**config.mk**
```make
export PLATFORM = sky130hd
export DESIGN_NAME = pipeline_hazard_ctrl
export DESIGN_NICKNAME = d
export VERILOG_FILES = /design/src/rtl/pipeline_hazard_ctrl_pkg.sv /design/src/rtl/sat_counter.sv /design/src/rtl/pipeline_hazard_ctrl.sv
export SDC_FILE = /design/constraint.sdc
export NUM_CORES = 1
export LEC_CHECK = 0
export CORE_ASPECT_RATIO = 1.25
export CORE_MARGIN = 5
export CORE_UTILIZATION = 50
export CTS_BUF_LIST = sky130_fd_sc_hd__clkbuf_8
export DETAILED_ROUTE_END_ITERATION = 8
export GPL_TIMING_DRIVEN = 0
export PLACE_DENSITY = 0.77
export SYNTH_ARGS = -nofsm -noshare
export SYNTH_HDL_FRONTEND = slang
export SYNTH_HIERARCHICAL = 1
export SYNTH_SLANG_ARGS = --single-unit
```
**constraint.sdc**
```tcl
create_clock -name clk -period 2.59 [get_ports clk]
set_clock_uncertainty 0.05 [all_clocks]
set_input_delay 0.259 -clock clk [delete_from_list [all_inputs] [get_ports clk]]
set_output_delay 0.259 -clock clk [all_outputs]
set_load 0.02 [all_outputs]
```
**src/rtl/pipeline_hazard_ctrl_pkg.sv**
```systemverilog
// pipeline_hazard_ctrl_pkg: redirect FSM state encoding and default register indices
//   shared by pipeline_hazard_ctrl and its testbench.
package pipeline_hazard_ctrl_pkg;
    typedef enum logic {
        IDLE = 1'b0,
        PEND = 1'b1
    } state_e;
    localparam int REG_PC    = 0;
    localparam int REG_IFID  = 1;
    localparam int REG_IDEX  = 2;
    localparam int REG_EXMEM = 3;
    localparam int REG_MEMWB = 4;
endpackage

```
**src/rtl/sat_counter.sv**
```systemverilog
// sat_counter: saturating up-counter with synchronous clear.
//   clk, rst_n : clock, asynchronous active-low reset
//   clr_i      : synchronous clear, wins over inc_i
//   inc_i      : increment, holds at all-ones
//   cnt_o      : current count
module sat_counter #(
    parameter int W = 16
) (
    input  logic         clk,
    input  logic         rst_n,
    input  logic         clr_i,
    input  logic         inc_i,
    output logic [W-1:0] cnt_o
);
    logic [W-1:0] cnt_q, cnt_d;
    always_comb cnt_d = clr_i ? '0 : (inc_i && !(&cnt_q)) ? cnt_q + 1'b1 : cnt_q;
    always_ff @(posedge clk or negedge rst_n) begin
        if (!rst_n) cnt_q <= '0;
        else        cnt_q <= cnt_d;
    end
    assign cnt_o = cnt_q;
endmodule

```
**src/rtl/pipeline_hazard_ctrl.sv**
```systemverilog
// pipeline_hazard_ctrl: stall/bubble/flush control for an NSTAGE pipeline with redirect FSM,
//   per-register stall counters and deadlock watchdog.
//   stall_req_i/flush_*_i/cnt_clr_i : hazard requests, redirect request, counter clear
//   stall_o/bubble_o/flush_o        : per-register hold, NOP-load and squash enables
//   redirect_valid_o/redirect_pc_o  : PC redirect
//   stall_cnt_o/deadlock_o/proto_err_o : statistics, watchdog and protocol error flags
module pipeline_hazard_ctrl
    import pipeline_hazard_ctrl_pkg::*;
#(
    parameter int NSTAGE  = 5,
    parameter int ADDR_W  = 32,
    parameter int CNT_W   = 16,
    parameter int TIMEOUT = 1024,
    parameter int IDX_W   = $clog2(NSTAGE)
) (
    input  logic                    clk,
    input  logic                    rst_n,
    input  logic [NSTAGE-1:0]       stall_req_i,
    input  logic                    flush_req_i,
    input  logic [IDX_W-1:0]        flush_idx_i,
    input  logic [ADDR_W-1:0]       flush_pc_i,
    input  logic                    cnt_clr_i,
    output logic [NSTAGE-1:0]       stall_o,
    output logic [NSTAGE-1:0]       bubble_o,
    output logic [NSTAGE-1:0]       flush_o,
    output logic                    redirect_valid_o,
    output logic [ADDR_W-1:0]       redirect_pc_o,
    output logic [NSTAGE*CNT_W-1:0] stall_cnt_o,
    output logic                    deadlock_o,
    output logic                    proto_err_o
);
    localparam int WD_W = $clog2(TIMEOUT + 1);
    logic [NSTAGE-1:0] chain, flush, bubble_raw;
    logic              stall_at_idx, accept;
    state_e            state_q, state_d;
    logic [ADDR_W-1:0] pc_q, pc_d;
    logic              proto_q, proto_d, dead_q, dead_d;
    logic [WD_W-1:0]   wd_cnt;

    always_comb begin
        chain        = '0;
        bubble_raw   = '0;
        flush        = '0;
        stall_at_idx = 1'b0;
        for (int k = 0; k < NSTAGE; k++) chain[k] = |(stall_req_i >> k);
        for (int k = 1; k < NSTAGE; k++) bubble_raw[k] = chain[k-1] & ~chain[k];
        for (int k = 0; k < NSTAGE; k++) if (int'(flush_idx_i) == k) stall_at_idx = chain[k];
        accept = flush_req_i && flush_idx_i != '0 && int'(flush_idx_i) < NSTAGE && !stall_at_idx;
        // While a redirect is pending, register 1 keeps dropping wrong-path fetches.
        for (int k = 1; k < NSTAGE; k++)
            flush[k] = (accept && k < int'(flush_idx_i)) || (k == 1 && state_q == PEND);
    end

    assign stall_o  = chain & ~flush;
    assign bubble_o = bubble_raw & ~flush;
    assign flush_o  = flush;

    // A new accepted flush always supersedes any latched target; the redirect fires
    // in the first cycle the PC register is free.
    always_comb begin
        state_d          = state_q;
        pc_d             = accept ? flush_pc_i : pc_q;
        redirect_valid_o = 1'b0;
        redirect_pc_o    = pc_q;
        if (accept || state_q == PEND) begin
            redirect_valid_o = ~chain[0];
            redirect_pc_o    = accept ? flush_pc_i : pc_q;
            state_d          = chain[0] ? PEND : IDLE;
        end
        proto_d = proto_q | (flush_req_i & ~accept);
        dead_d  = cnt_clr_i ? 1'b0 : dead_q | (chain[0] && wd_cnt == WD_W'(TIMEOUT - 1));
    end

    always_ff @(posedge clk or negedge rst_n) begin
        if (!rst_n) begin
            state_q <= IDLE;
            pc_q    <= '0;
            proto_q <= 1'b0;
            dead_q  <= 1'b0;
        end else begin
            state_q <= state_d;
            pc_q    <= pc_d;
            proto_q <= proto_d;
            dead_q  <= dead_d;
        end
    end

    assign deadlock_o  = dead_q;
    assign proto_err_o = proto_q;

    for (genvar g = 0; g < NSTAGE; g++) begin : g_cnt
        sat_counter #(.W(CNT_W)) u_cnt (
            .clk   (clk),
            .rst_n (rst_n),
            .clr_i (cnt_clr_i),
            .inc_i (stall_o[g]),
            .cnt_o (stall_cnt_o[g*CNT_W +: CNT_W])
        );
    end

    sat_counter #(.W(WD_W)) u_wd (
        .clk   (clk),
        .rst_n (rst_n),
        .clr_i (cnt_clr_i | ~chain[0]),
        .inc_i (chain[0]),
        .cnt_o (wd_cnt)
    );
endmodule
```
==> metrics.md <==
| Metric | Value |
|---|---|
| Status | complete, no violations |
| Startpoint Class | primary input |
| Mean area per synthesized cell | 9.050 um2 |
| GRT Total Usage | 24.81% |
| M1 WL | 10.45 mm |
| Unrepaired setup endpoints after global routing | yes |
| DR WL met3 | 1.824 mm |
| Vias per cell | 6.288 |
| Area leader, netlist | dfrtp_1 |
| Metal2 WL | 11.89 mm |
| Proportion of layout cells with a drive suffix above 1 | 13.82% |
| # IOs | 174 |
| Final Max Slew Viols | 0 |
| DRT Pass-1 Iters | 5 |
| Clock Path Buffers | 2 |
| Antenna-violating nets left | 0 |
| Drc violations | 0 |
| Reg-to-reg setup timing slack | 0.63 ns |
| Part of the Yosys area used for sequential elements | 37.83% |
| Cell count after synthesis | 921 |
| Core Region | 0.01627 mm2 |
| Top-count cell post-synth | dfrtp_1 |
| Pleak | 0.004314 uW |
| Async set-reset flop share out of synthesis | 100.0% |
| CP Capture Type | output pin |
| Placed Area | 0.01037 mm2 |
| Post-Syn Area | 0.008335 mm2 |
| Largest net degree at the start of global routing | 71 |
| Std cell rows | 52 |
| Final instance area | 0.01091 mm2 |
| Critical path destination | redirect_pc_o[28] |
| CP Max Fanout | 10 |
| Critical path origin | stall_req_i[3] |
| Count of nets after finishing | 1166 |
| Final Critical Period | 2.588 ns |
| Chip width | 125.5 um |
| Clock sinks | 126 |
| Total CTS buffers | 17 |
| Area growth syn-to-layout | 30.88% |
| Highest metal used | met4 |
| Netlist cell types | 58 |
| Measured slew at the worst slew-check pin | 1.124 ns |
| Vias in the first global route | 8044 |
| PortBufs | 169 |
| Initial antenna violation count | 1 |
| Reg2reg end | g_cnt[3].u_cnt/cnt_o[11] |
| H-tree levels | 4 |
| Setup-failing EPs final | 0 |
| EDFF count, synth | 0 |
| Yosys warning total | 6 |
| Worst EP required | 2.28 ns |
| PnR worst setup slack | 0.002018 ns |
| Final period utilization | 99.92% |
| Vias | 8463 |
| Top cells by count, synth | dfrtp_1, a21oi_1, o211ai_1 |
| MaxCap Viol Count | 0 |
| Hpwl dp | 17.26 mm |
| Share of the synthesized area in the top cell type | 37.83% |
| Synth area leaders | dfrtp_1, o211ai_1, a21oi_1, nand3_1, nor4b_1 |
| R2R cell count | 5 |
| Clock transition at the registers of the reported paths | 0.07 ns |
| Starting Density | 51.25% |
| CP arrival | 2.28 ns |
| Clock Root Buffer | clkbuf_8 |
| Slowest stage delay, CP | 0.48 ns |
| Overflow after GRT | 0 |
| Seq cells post-synth | 126 |
| Peak supply drop | 0.0004275 V |
| Final WL | 24.76 mm |
| Crit Path Class | in2out |
| Reg-to-reg critical path startpoint | g_cnt[3].u_cnt/cnt_o[0] |
| Fin. Hold Viols | 0 |
| Main synth FF type | dfrtp_1 |
| Pre-CTS WS | -0.9315 ns |
| Fmax | 386.4 MHz |
| Pwr dens | 521.0 mW/mm2 |
| Relative slew slack | 24.80% |
| WL/cell | 18.39 um |
| CP max-delay cell | clkdlybuf4s50_1 |
| Setup TNS | 0 ns |
| Drt first-iter violations | 765 |
| Hold crit path type | in2reg |
| Cell Chain, Critical Path | clkdlybuf4s50_1 -> buf_4 -> clkbuf_2 -> nor4b_1 -> o311ai_0 -> o211ai_1 -> clkdlybuf4s15_1 |
| Die Area | 0.01937 mm2 |
| Worst-Skew Late Latency | 0.44 ns |
| CTS tree | built |
| GPL Wtd Cong | 0.8670 |
| Die height | 154.4 um |
| Global-route wire length before repair | 40.30 mm |
==> power breakdown <==
| part | switching [uW] | internal [uW] | leakage, uW | total [uW] |
|---|---|---|---|---|
| clock | 815 | 978 | 0.000208 | 1790 |
| sequential | 151 | 2160 | 0.00169 | 2310 |
| combinational | 934 | 646 | 0.00242 | 1580 |
==> state kept, by name (all words and copies together), names as in the netlist <==
| register | count |
|---|---|
| u_wd/cnt_o | 11 |
| g_cnt.u_cnt/cnt_o | 80 |
| deadlock_o | 1 |
| pc_q | 32 |
| proto_err_o | 1 |
| state_q | 1 |
==> critical path: cells and delay by family <==
| kind | cells | cell delay, ns |
|---|---|---|
| simple gates | 1 | 0.30 |
| buf+inv | 4 | 1.27 |
| compound gates | 2 | 0.44 |
==> layer usage <==
metal	GRT usage, %	vias to the layer above
li1	-	4003
met1	31.95	4109
met2	40.41	308
met3	6.657	43
met4	8.678	0
met5	0	-
==> placed cells by master, fill, tap and decap left out, types with 11 or more instances in the layout <==
cell type          n
nor3_1            26
nand3_1           63
clkbuf_2          27
clkbuf_1          29
or3_1             11
inv_1             26
dfrtp_1          126
nor4b_1           28
nor2_1            32
o211ai_1          64
nand2_1           52
or4_1             21
and3_1            35
a21oi_1           68
mux2_2            20
o311ai_1          13
o21ai_0           31
o311ai_0          24
o21ai_1           12
dlygate4sd2_1     28
clkdlybuf4s50_1  123
a211oi_1          12
clkbuf_8          22
o31ai_1           22
nor2b_1           28
mux2i_1           11
==> logic make-up (layout without fill, tap and decap cells) <==
family	count (synthesis)	count (layout)	synth area share [%]
other	1	4	0.04499
muxes	31	31	4.023
adders and majority gates	6	6	0.9006
DFF	126	126	37.83
and+or+nand+nor	381	381	29.05
xor gates and xnor gates	1	1	0.1051
buffers and inverters	97	303	5.179
AOI/OAI and AO/OA	278	278	22.88
==> metrics by stage <==
step	total power (uW)	hold slack [ns]	instances	utilization, %
floorplan	3211	-0.08659	923	-
global placement	3935	0.4417	1308	63.60
detailed placement	3970	0.2228	1309	63.78
CTS	5712	0.2821	1345	66.75
global route	5967	0.2617	1346	67.07
finish	5684	0.2729	1346	67.07
==> final cells by class <==
cell class	instances	area (um2)
diodes	1	2.502
plain buffers	71	386.6
clock buffers	22	302.8
clock inverters	10	110.1
fillers	1356	5356
inverters	25	93.84
multi-input cells	700	4901
flip-flops and latches	126	3153
well taps	216	270.3
repair buffers	175	1689
==> timing repair <==
item	CTS	global route
pin swaps	3	1
endpoints found under the hold margin	56	0
endpoints found under the setup margin	89	41
resized for setup	86	49
hold buffers	1	0
gates cloned	0	0
setup buffers	3	1
==> how the worst min path moves through the flow <==
stage / cells after the start / from / slack [ns] / to
final: 4 / stall_req_i[4] / 0.27 / state_q
after global routing: 4 / stall_req_i[4] / 0.26 / state_q
after CTS: 4 / flush_idx_i[2] / 0.28 / state_q
after detailed placement: 1 / rst_n / 0.22 / u_wd/cnt_o[1]
after global placement: 1 / proto_err_o / 0.44 / proto_err_o
after floorplan: 0 / rst_n / -0.09 / deadlock_o
Power figures use the tool's default switching activity.
